===== src/rtl/mem_access_unit_pkg.sv =====
// Shared definitions for the memory access unit: FSM state encoding and default widths.
package mem_access_unit_pkg;

  typedef enum logic [1:0] {
    IDLE = 2'd0,
    REQ  = 2'd1,
    DONE = 2'd2
  } state_t;

  localparam int DEFAULT_DATA_WIDTH     = 32;
  localparam int DEFAULT_ADDR_WIDTH     = 32;
  localparam int DEFAULT_TIMEOUT_CYCLES = 15;

endpackage


===== src/rtl/mem_timeout_counter.sv =====
// Counts REQ cycles that pass without an acknowledge and flags the terminal cycle.
module mem_timeout_counter #(
  parameter int TIMEOUT_CYCLES = 15
) (
  input  logic clk,
  input  logic rst,
  input  logic clear,
  input  logic enable,
  output logic expired
);

  logic [7:0] count;

  always_ff @(posedge clk or posedge rst) begin
    if (rst) begin
      count <= 8'd0;
    end else if (clear) begin
      count <= 8'd0;
    end else if (enable) begin
      count <= count + 8'd1;
    end
  end

  // Flag the cycle whose unacknowledged increment would reach the limit.
  assign expired = (count == 8'(TIMEOUT_CYCLES - 1));

endmodule


===== src/rtl/mem_access_unit.sv =====
// Sequences single load/store transactions over a req/ack memory port.
// Optional wait timeout is enabled by defining MEM_TIMEOUT_EN.
module mem_access_unit
  import mem_access_unit_pkg::*;
#(
  parameter int DATA_WIDTH     = DEFAULT_DATA_WIDTH,
  parameter int ADDR_WIDTH     = DEFAULT_ADDR_WIDTH,
  parameter int TIMEOUT_CYCLES = DEFAULT_TIMEOUT_CYCLES
) (
  input  logic                  CLOCK_50,
  input  logic                  RESET_InHigh,
  input  logic                  IN_START,
  input  logic                  IN_WRITE,
  input  logic [ADDR_WIDTH-1:0] IN_ADDR,
  input  logic [DATA_WIDTH-1:0] IN_WDATA,
  output logic                  OUT_BUSY,
  output logic                  OUT_DONE,
  output logic [DATA_WIDTH-1:0] OUT_RDATA,
  output logic                  OUT_SELECT_MEM,
  output logic                  OUT_ERROR,
  output logic                  MEM_REQ,
  output logic                  MEM_WE,
  output logic [ADDR_WIDTH-1:0] MEM_ADDR,
  output logic [DATA_WIDTH-1:0] MEM_WDATA,
  input  logic                  MEM_ACK,
  input  logic [DATA_WIDTH-1:0] MEM_RDATA
);

  state_t state, state_next;

  logic                  busy_next;
  logic                  done_next;
  logic [DATA_WIDTH-1:0] rdata_next;
  logic                  select_next;
  logic                  error_next;
  logic                  req_next;
  logic                  we_next;
  logic [ADDR_WIDTH-1:0] addr_next;
  logic [DATA_WIDTH-1:0] wdata_next;
  logic                  timeout_hit;

`ifdef MEM_TIMEOUT_EN
  logic timeout_clear;
  logic timeout_enable;
  logic timeout_expired;

  assign timeout_clear  = (state == IDLE) && IN_START;
  assign timeout_enable = (state == REQ) && !MEM_ACK;

  mem_timeout_counter #(
    .TIMEOUT_CYCLES(TIMEOUT_CYCLES)
  ) u_timeout (
    .clk    (CLOCK_50),
    .rst    (RESET_InHigh),
    .clear  (timeout_clear),
    .enable (timeout_enable),
    .expired(timeout_expired)
  );

  // An acknowledge in the terminal cycle wins, so only a missing ack can time out.
  assign timeout_hit = timeout_enable && timeout_expired;
`else
  assign timeout_hit = 1'b0;
`endif

  // Next-state and next-output logic; every output is registered below.
  always_comb begin
    state_next  = state;
    req_next    = MEM_REQ;
    we_next     = MEM_WE;
    addr_next   = MEM_ADDR;
    wdata_next  = MEM_WDATA;
    rdata_next  = OUT_RDATA;
    done_next   = 1'b0;
    select_next = 1'b0;
    error_next  = 1'b0;

    case (state)
      IDLE: begin
        if (IN_START) begin
          we_next    = IN_WRITE;
          addr_next  = IN_ADDR;
          wdata_next = IN_WDATA;
          req_next   = 1'b1;
          state_next = REQ;
        end
      end
      REQ: begin
        if (MEM_ACK) begin
          if (!MEM_WE) begin
            rdata_next = MEM_RDATA;
          end
          req_next    = 1'b0;
          done_next   = 1'b1;
          select_next = !MEM_WE;
          state_next  = DONE;
        end else if (timeout_hit) begin
          req_next   = 1'b0;
          done_next  = 1'b1;
          error_next = 1'b1;
          state_next = DONE;
        end
      end
      DONE: begin
        state_next = IDLE;
      end
      default: begin
        req_next   = 1'b0;
        state_next = IDLE;
      end
    endcase

    busy_next = (state_next != IDLE);
  end

  always_ff @(posedge CLOCK_50 or posedge RESET_InHigh) begin
    if (RESET_InHigh) begin
      state          <= IDLE;
      OUT_BUSY       <= 1'b0;
      OUT_DONE       <= 1'b0;
      OUT_RDATA      <= '0;
      OUT_SELECT_MEM <= 1'b0;
      OUT_ERROR      <= 1'b0;
      MEM_REQ        <= 1'b0;
      MEM_WE         <= 1'b0;
      MEM_ADDR       <= '0;
      MEM_WDATA      <= '0;
    end else begin
      state          <= state_next;
      OUT_BUSY       <= busy_next;
      OUT_DONE       <= done_next;
      OUT_RDATA      <= rdata_next;
      OUT_SELECT_MEM <= select_next;
      OUT_ERROR      <= error_next;
      MEM_REQ        <= req_next;
      MEM_WE         <= we_next;
      MEM_ADDR       <= addr_next;
      MEM_WDATA      <= wdata_next;
    end
  end

endmodule


===== config.mk =====
export PLATFORM = sky130hd
export DESIGN_NAME = mem_access_unit
export DESIGN_NICKNAME = d
export VERILOG_FILES = /design/src/rtl/mem_access_unit_pkg.sv /design/src/rtl/mem_timeout_counter.sv /design/src/rtl/mem_access_unit.sv
export SDC_FILE = /design/constraint.sdc
export NUM_CORES = 1
export LEC_CHECK = 0
export ABC_AREA = 1
export CELL_PAD_IN_SITES_DETAIL_PLACEMENT = 0
export CELL_PAD_IN_SITES_GLOBAL_PLACEMENT = 1
export CORE_ASPECT_RATIO = 0.7
export CORE_UTILIZATION = 31
export DETAILED_ROUTE_END_ITERATION = 6
export HOLD_SLACK_MARGIN = 0.06
export PLACE_DENSITY_LB_ADDON = 0.1
export SYNTH_ARGS = -nofsm -noshare
export SYNTH_HDL_FRONTEND = slang
export SYNTH_HIERARCHICAL = 1
export SYNTH_SLANG_ARGS = --single-unit

===== constraint.sdc =====
create_clock -name CLOCK_50 -period 7.89 [get_ports CLOCK_50]
set_clock_uncertainty 0.1 [all_clocks]
set_input_delay 1.9725 -clock CLOCK_50 [delete_from_list [all_inputs] [get_ports CLOCK_50]]
set_output_delay 1.9725 -clock CLOCK_50 [all_outputs]
set_load 0.005 [all_outputs]

==> results of run 1 <==
[metrics by stage]
stage	hold WS, ns	util	cell area, sq um
finish	0.3684	0.5108	6454
global route	0.3897	0.5108	6454
CTS	0.3736	0.5108	6454
detailed placement	0.3578	0.4860	6141
global placement	0.3541	0.4860	6141
floorplan	0.3649	-	4095
[layer usage]
metal | global-route usage | up-vias | wire [um] | part of all wire
li1 | - | 1781 | - | -
met1 | 0.2382 | 1710 | 5434 | 0.46
met2 | 0.2710 | 126 | 5218 | 0.44
met3 | 0.06621 | 13 | 995 | 0.084
met4 | 0.05214 | 0 | 151 | 0.013
met5 | 0 | - | 0 | 0
[where the power goes]
part / switching [uW] / internal, uW
combinational: 366 / 509
sequential: 126 / 750
clock: 186 / 284
total: 678 / 1540
[kinds of logic after synthesis]
kind of cell    count (synthesis)  synth area share
simple gates                  301            0.3098
flops                         103            0.6294
buf+inv                        38           0.05744
compound gates                  2          0.002444
other cells                     1         0.0009157
[layout make-up]
type                    instances  area (sq um)
clock buffers                  11         242.7
repair buffers                206          2044
clock inverters                 4         70.07
multi-input cells             304          1287
flip-flops and latches        103          2577
well taps                     162         202.7
inverters                       7         28.78
fillers                      1186          6181
[placed cells by master, fill, tap and decap left out, types with 2 or more instances in the layout]
cell             Yosys  final
nand3_1             97     97
o21ai_0              2      2
dfrtp_1            103    103
bufinv_16            0      2
nand2_2              2      2
clkbuf_16            0      9
nand2_1            197    197
nor2_1               2      2
inv_1                6      5
clkdlybuf4s50_1      0    200
buf_4                7      5
clkinv_2             0      2
nor2_4               1      2
[final timing paths]
kind / to / slack (ns) / cells after the start
max: OUT_RDATA[22] / 4.29 / 7
min: MEM_ADDR[20] / 0.37 / 2
max reg2reg: MEM_WDATA[1] / 5.46 / 6
min reg2reg: MEM_ADDR[20] / 0.37 / 2
max in group asynchronous: MEM_WDATA[24] / 4.53 / 3
min in group asynchronous: MEM_ADDR[2] / 1.87 / 2
[flip-flops by register name, summed over array words and instances, names as in the netlist]
| signal | cells |
|---|---|
| MEM_ADDR | 32 |
| MEM_WDATA | 32 |
| OUT_RDATA | 32 |
| OUT_BUSY | 1 |
| MEM_WE | 1 |
| OUT_SELECT_MEM | 1 |
| OUT_DONE | 1 |
| state | 2 |
| MEM_REQ | 1 |
[worst max-delay path, delay by kind of cell]
family / cells / cell delay [ns]
buf+inv: 3 / 0.92
simple gates: 4 / 0.80
==> out/qor.csv, run 1 <==
metric,value,unit
die_outline_area,13680,sq um
ys_top_cells_by_count,"nand2_1 (197), dfrtp_1 (103), nand3_1 (97)",
critical_path.slowest_cell,clkdlybuf4s50_1,
run_status,finished clean,
yosysTopAreaCell,dfrtp_1,
synthesis.instances,445,
grt_antenna_before_repair,0,
place_ws,3.908,ns
die_width,139.4,um
grt_pass1_vias,3605,
worst_slew_pin_slew,0.9444,ns
grt_start_max_net_pins,76,
overflow_left_after_global_routing,0,
final-instance-count-excl-fill,797,
first_drt_pass_iteration_count,4,
antenna_cells_inserted,0,
route.detailed.vias_per_inst,4.555,
initial_utilization,0.3241,
clock_tree.htree_level_count,3,
criticalPathCategory,in2reg,
yosys_register_bits,103,
wire_length_of_the_first_global_routing_pass,19220,um
synthArstFlopShare,1.000,
crit_path_cell_trace,clkdlybuf4s50_1 > inv_1 > nor2_2 > buf_4 > nand2_2 > nand2_1 > nand2_1,
worst_r2r_startpoint,state[1],
critPathRequiredTime,8.01,ns
clkSlewWorstSetupHoldPaths,0.06,ns
cp-start-kind,primary input,
synth_edf_count,0,
slew_headroom,0.3704,
power.static_leakage,0.003116,uW
final_critical_path_setup_slack,4.295,ns
maxCapViolCount,0,
power.ir.vdd_worst,0.1287,mV
area.growth.synth_to_final,57.59,%
num_ports,203,
core_region_area,12630,sq um
most_used_standard_cell_by_instance_count_after_synthesis,nand2_1,
worstSkewPairLatency,0.33,ns
worstPathMaxFanout,33,
root_buffer,clkbuf_16,
startpoint_of_the_lowest_slack_hold_path,MEM_ADDR[20],
tritoncts,built,
worst_hold_path_type,reg2reg,
ctsResizeCount,0,
max-clock-path-buffers,2,
fin_setup_tns,0,ns
finalHoldViolations,0,
post_route_cells_drive_above_1_share,0.04252,
port_buffers,201,
setup_repair_after_global_routing_missed_its_margin,no,
period_utilization_post_route,0.4557,
post_cts.repair.setup_buffers,0,
antenna_left,0,
final_nets,732,
slew_viol_final,0,
synth_top_cell_area_share,0.6294,
cp_peak_stage_delay,0.50,ns
cts_hold_buffers,0,
final_routed_wirelength,11800,um
hpwlAfterDp,7806,um
synthTopCellsByArea,"dfrtp_1 (63%), nand2_1 (18%), nand3_1 (12%), buf_2 (2.1%), buf_6 (1.6%)",
placed_cells,782,
report.power.total,2221,uW
synthesis.nets,546,
timing.final.crit_period,3.595,ns
yosys_most_used_dff,dfrtp_1,
drt-initial-drc-count,214,
post_drt_wl_per_cell,14.81,um
pwr_density_cell,344.2,nW/um^2
critPathCaptureType,register,
cts_sinks,103,
detailroute.via_count,3630,
arrival,3.72,ns
synth_warnings,6,
mappedNetlistArea,4095,sq um
cts_buffers,9,
drc,0,
setup_violations,0,
post_synth.cell_area_avg,9.203,sq um
synthDistinctLibCells,15,
gp_congestion,0.7707,
timing.critical_path.mode_cell,nand2_1,
cp-startpoint,MEM_ACK,
fp-row-count,34,
grt_usage,0.1786,
die_h,98.16,um
synth.yosys.seq_area_share,0.6294,
max_clock_freq,0.2781,GHz
Note: power is estimated with default switching activity, not from simulation.
==> run 2, diff against run 1 <==
--- a/config.mk
+++ b/config.mk
@@ -9,7 +9,7 @@
 export CELL_PAD_IN_SITES_DETAIL_PLACEMENT = 0
 export CELL_PAD_IN_SITES_GLOBAL_PLACEMENT = 1
 export CORE_ASPECT_RATIO = 0.7
-export CORE_UTILIZATION = 31
+export CORE_UTILIZATION = 29
 export DETAILED_ROUTE_END_ITERATION = 6
 export HOLD_SLACK_MARGIN = 0.06
 export PLACE_DENSITY_LB_ADDON = 0.1
==> constraint.sdc (replaced) <==
create_clock -name CLOCK_50 -period 3.4 [get_ports CLOCK_50]
set_clock_uncertainty 0.1 [all_clocks]
set_input_delay 0.85 -clock CLOCK_50 [delete_from_list [all_inputs] [get_ports CLOCK_50]]
set_output_delay 0.85 -clock CLOCK_50 [all_outputs]
set_load 0.005 [all_outputs]
==> run 2 against run 1 <==
Compared with the run above:
- wire length is 0.29% lower
- flip-flop and latch count stayed put
- critical path type is now reg2out
- highest routed layer unchanged
- largest cell class unchanged
- total power is 130% higher
==> out/qor.csv, run 2 (synthesis results as in run 1) <==
metric,value,unit
run_status,finished clean,
worstPathMaxFanout,3,
overflow_left_after_global_routing,0,
cts_sinks,103,
crit_path_cell_trace,clkdlybuf4s50_1,
max_clock_freq,0.4433,GHz
cp_peak_stage_delay,0.55,ns
critPathRequiredTime,2.45,ns
finalHoldViolations,0,
detailroute.via_count,3570,
startpoint_of_the_lowest_slack_hold_path,MEM_WDATA[4],
hpwlAfterDp,7974,um
slew_headroom,0.5195,
arrival,1.31,ns
fp-row-count,35,
post_route_cells_drive_above_1_share,0.04851,
root_buffer,clkbuf_16,
worst_slew_pin_slew,0.7207,ns
gp_congestion,0.7089,
groute.layer.met1.usage,0.2222,
timing.final.crit_period,2.256,ns
die_outline_area,14610,sq um
drt-initial-drc-count,196,
dpl_cell_area,6206,sq um
worst_r2r_path_depth,5,
tritoncts,built,
cts_buffers,9,
final_routed_wirelength,11770,um
total_switching_power,1572,uW
antenna_cells_inserted,0,
route.detailed.vias_per_inst,4.333,
layout.cells.most_common_list,"clkdlybuf4s50_1 (200), nand2_1 (197), dfrtp_1 (103), nand3_1 (97), clkbuf_16 (9)",
period_utilization_post_route,0.6635,
setup_violations,0,
first_drt_pass_iteration_count,4,
post_cts.repair.setup_buffers,0,
post_drt_wl_per_cell,14.28,um
critical_path.slowest_cell,clkdlybuf4s50_1,
place_ws,0.9715,ns
final_critical_path_setup_slack,1.144,ns
setup_repair_after_global_routing_missed_its_margin,no,
crit_buf_inv,1,
pwr-share-comb,0.398,
hold_slack,0.3692,ns
maxCapViolCount,0,
pwr_density_cell,782.9,nW/um^2
grt-busiest-layer,met2,
top_regs,"MEM_ADDR: 32 flops, MEM_WDATA: 32 flops, OUT_RDATA: 32 flops",
ctsResizeCount,0,
clock_tree.htree_level_count,3,
num_ports,203,
worst_hold_path_type,reg2reg,
power.ir.vdd_worst,0.2829,mV
criticalPathCategory,reg2out,
grt_usage,0.1649,
antenna_left,0,
port_buffers,201,
initial_utilization,0.3046,
die_h,101.4,um
power.sequential.fraction,0.398,
final_nets,735,
cts_hold_buffers,0,
power.static_leakage,0.003122,uW
regToRegSetupSlack,1.56,ns
min_to,MEM_WDATA[4],
switching_share,0.3087,
grt_util_met2,0.2467,
r2r_endpoint,OUT_RDATA[9],
slew_viol_final,0,
cp-start-kind,register,
worst_r2r_startpoint,state[1],
core_region_area,13440,sq um
report.power.total,5093,uW
layout.cells.most_common,clkdlybuf4s50_1,
internal_power,3520,uW
final_cell_area,6505,sq um
grt_start_max_net_pins,66,
max-clock-path-buffers,2,
power.share.clock,0.204,
global_route.usage.met3,0.06667,
wire_length_of_the_first_global_routing_pass,18530,um
grt_pass1_vias,3616,
die_width,144.0,um
critPathCaptureType,output port,
area.growth.synth_to_final,58.85,%
worstSkewPairLatency,0.34,ns
fin_setup_tns,0,ns
top_family_by_delay_on_critical_path,buffers and inverters,
clkSlewWorstSetupHoldPaths,0.07,ns
grt_antenna_before_repair,0,
worstHoldPathCells,2,
drc,0,
-- run 2: power by group through the flow --
stage          registers, uW  logic, uW  clock network [uW]
2_1_floorplan           2070        712                   0
3_3_place_gp            2030       2060                   0
3_5_place_dp            2040       2070                   0
4_1_cts                 2030       2070                1080
5_1_grt                 2100       2260                1140
6_report                2020       2030                1040
-- run 2: per-stage QoR --
| step | util | std cells |
|---|---|---|
| 2_1_floorplan | - | 445 |
| 3_3_place_gp | 0.4616 | 808 |
| 3_5_place_dp | 0.4616 | 808 |
| 4_1_cts | 0.4839 | 824 |
| 5_1_grt | 0.4839 | 824 |
| 6_report | 0.4839 | 824 |
-- run 2: worst max-delay path by stage --
stage / start / endpoint / cells past startpoint
3_3_place_gp: MEM_ACK / OUT_RDATA[12] / 6
6_report: MEM_WE / MEM_WE / 1
5_1_grt: MEM_WE / MEM_WE / 1
2_1_floorplan: RESET_InHigh / MEM_ADDR[0] / 1
4_1_cts: MEM_WE / MEM_WE / 1
3_5_place_dp: MEM_ACK / OUT_RDATA[9] / 6
-- run 2: cell type report --
| cell class | count | area (sq um) |
|---|---|---|
| fill | 1281 | 6939 |
| sequential | 103 | 2577 |
| timing repair buffer | 209 | 2079 |
| multi-input combinational | 304 | 1287 |
| clock buffer | 11 | 242.7 |
| tap | 185 | 231.5 |
| clock inverter | 5 | 56.30 |
| inverter | 7 | 30.03 |
-- run 2: worst min-delay path: cells and delay by family, from the launching register on --
kind / cells / cell delay (ns)
flops: 1 / 0.34
simple gates: 2 / 0.10
-- run 2: routing by layer --
metal / vias to the layer above / share of wire
li1: 1782 / -
met1: 1661 / 0.47
met2: 118 / 0.43
met3: 9 / 0.093
met4: 0 / 0.0079
met5: - / 0
==> run 3, diff against run 2 <==
--- a/config.mk
+++ b/config.mk
@@ -9,7 +9,7 @@
 export CELL_PAD_IN_SITES_DETAIL_PLACEMENT = 0
 export CELL_PAD_IN_SITES_GLOBAL_PLACEMENT = 1
 export CORE_ASPECT_RATIO = 0.7
-export CORE_UTILIZATION = 29
+export CORE_UTILIZATION = 26
 export DETAILED_ROUTE_END_ITERATION = 6
 export HOLD_SLACK_MARGIN = 0.06
 export PLACE_DENSITY_LB_ADDON = 0.1
==> constraint.sdc (replaced) <==
create_clock -name CLOCK_50 -period 1.99 [get_ports CLOCK_50]
set_clock_uncertainty 0.1 [all_clocks]
set_input_delay 0.4975 -clock CLOCK_50 [delete_from_list [all_inputs] [get_ports CLOCK_50]]
set_output_delay 0.4975 -clock CLOCK_50 [all_outputs]
set_load 0.005 [all_outputs]
==> run 3 against run 2 <==
Compared with the run above:
- global-route usage is 0.77 points lower
- clock power rose by 71%
- critical path type unchanged
- cell count up 1.3%
- the flow now finishes with violations (DRC)
- flip-flop and latch count did not move
- via count increased by 1.3%
- count of clock-buffer cells in the layout shrank 1
- register-to-register slack worse by 1.1 ns
- die area rose by 11%
- wire length rose by 4.6%
- first-iteration DRC count decreased by 9.2%
- critical endpoint unchanged
- sequential power rose by 72%
- total power up 73%
==> out/qor.csv, run 3 (synthesis results as in run 1) <==
metric,value,unit
ctsResizeCount,0,
overflow_left_after_global_routing,0,
initial_utilization,0.2722,
worst_r2r_path_depth,5,
clkSlewWorstSetupHoldPaths,0.07,ns
drt-initial-drc-count,178,
regToRegSetupSlack,0.50,ns
startpoint_of_the_lowest_slack_hold_path,MEM_WDATA[19],
cts_sinks,103,
min_to,MEM_WDATA[19],
clock_tree.htree_level_count,3,
top_family_by_delay_on_critical_path,buffers and inverters,
root_buffer,clkbuf_16,
pwr_density_cell,1335,nW/um^2
criticalPathCategory,reg2out,
critical_path.slowest_cell,clkdlybuf4s50_1,
area.growth.synth_to_final,61.32,%
max-clock-path-buffers,2,
run_status,"finished, violations left",
worst_r2r_startpoint,state[1],
num_ports,203,
grt_pass1_vias,3735,
fp-row-count,37,
post_route_cells_drive_above_1_share,0.05156,
power.static_leakage,0.003154,uW
timing.final.crit_period,1.903,ns
gp_congestion,0.7675,
final_nets,737,
top_regs,"MEM_ADDR: 32 flops, MEM_WDATA: 32 flops, OUT_RDATA: 32 flops",
antenna_left,0,
cts_hold_buffers,0,
period_utilization_post_route,0.9564,
crit_buf_inv,1,
fin_setup_tns,0,ns
arrival,1.31,ns
r2r_endpoint,MEM_ADDR[12],
layout.cells.most_common,clkdlybuf4s50_1,
worst_hold_path_type,reg2reg,
cts_buffers,9,
layout.cells.most_common_list,"clkdlybuf4s50_1 (200), nand2_1 (197), dfrtp_1 (103), nand3_1 (97), clkbuf_16 (9)",
cp-start-kind,register,
setup_violations,0,
slew_viol_final,0,
wire_length_of_the_first_global_routing_pass,20260,um
die_outline_area,16260,sq um
detailroute.via_count,3616,
drc,24,
antenna_cells_inserted,0,
port_buffers,201,
core_region_area,15050,sq um
cp_peak_stage_delay,0.56,ns
power.ir.vdd_worst,0.5756,mV
setup_repair_after_global_routing_missed_its_margin,no,
max_clock_freq,0.5254,GHz
violations,DRC,
grt_start_max_net_pins,66,
grt_usage,0.1572,
first_drt_pass_iteration_count,6,
die_h,107,um
maxCapViolCount,0,
hold_slack,0.3700,ns
finalHoldViolations,0,
route.detailed.vias_per_inst,4.331,
hpwlAfterDp,8301,um
worstHoldPathCells,2,
crit_path_cell_trace,clkdlybuf4s50_1,
cp-startpoint,MEM_WE,
tritoncts,built,
grt_antenna_before_repair,0,
worstSkewPairLatency,0.34,ns
final_routed_wirelength,12310,um
critPathCaptureType,output port,
critPathRequiredTime,1.39,ns
worstPathMaxFanout,3,
post_drt_wl_per_cell,14.74,um
die_width,152.0,um
post_cts.repair.setup_buffers,0,
==> run 3: cell types whose count changed in the layout (fill, tap and decap cells not counted), sizes merged <==
cell      previous run  this run
buf                  9        11
clkbuf              11        10
clkinvlp             2         3
inv                  7         6
==> run 3: report_power, final <==
part | switching, uW | total [uW] | internal, uW
Sequential | 494 | 3470 | 2970
Combinational | 1470 | 3570 | 2100
Clock | 777 | 1780 | 1000
Total | 2740 | 8820 | 6080
==> run 3: worst max path at each step <==
stage | end | slack, ns | depth (start not counted)
floorplan | MEM_ADDR[0] | 0.16 | 1
global placement | OUT_RDATA[10] | 0.15 | 7
detailed placement | OUT_RDATA[6] | 0.12 | 7
CTS | MEM_WE | 0.04 | 1
global route | MEM_WE | 0.03 | 1
finish | MEM_WE | 0.09 | 1
==> run 3: cell type report <==
| type | instances | area [sq um] |
|---|---|---|
| tap | 195 | 244.0 |
| inverter | 7 | 30.03 |
| multi-input combinational | 304 | 1287 |
| timing repair buffer | 211 | 2170 |
| fill | 1472 | 8439 |
| sequential | 103 | 2577 |
| clock inverter | 5 | 58.81 |
| clock buffer | 10 | 239.0 |
==> run 3: through the flow <==
step                instance area (sq um)    util  instances  worst slack, ns  power (uW)
floorplan                            4099       -        445           0.1609        4753
global placement                     6309  0.4193        820           0.1458        7086
detailed placement                   6309  0.4193        820           0.1191        7129
CTS                                  6606  0.4391        835          0.03976        8990
global route                         6606  0.4391        835          0.03374        9457
finish                               6606  0.4391        835          0.08674        8818
==> run 3: layer usage <==
metal  vias up  wire [um]  GRT usage
met4         0        136    0.03863
met5         -          0          0
met2       132       5278     0.2374
met1      1679       5765     0.2090
li1       1794          -          -
met3        11       1131    0.06346
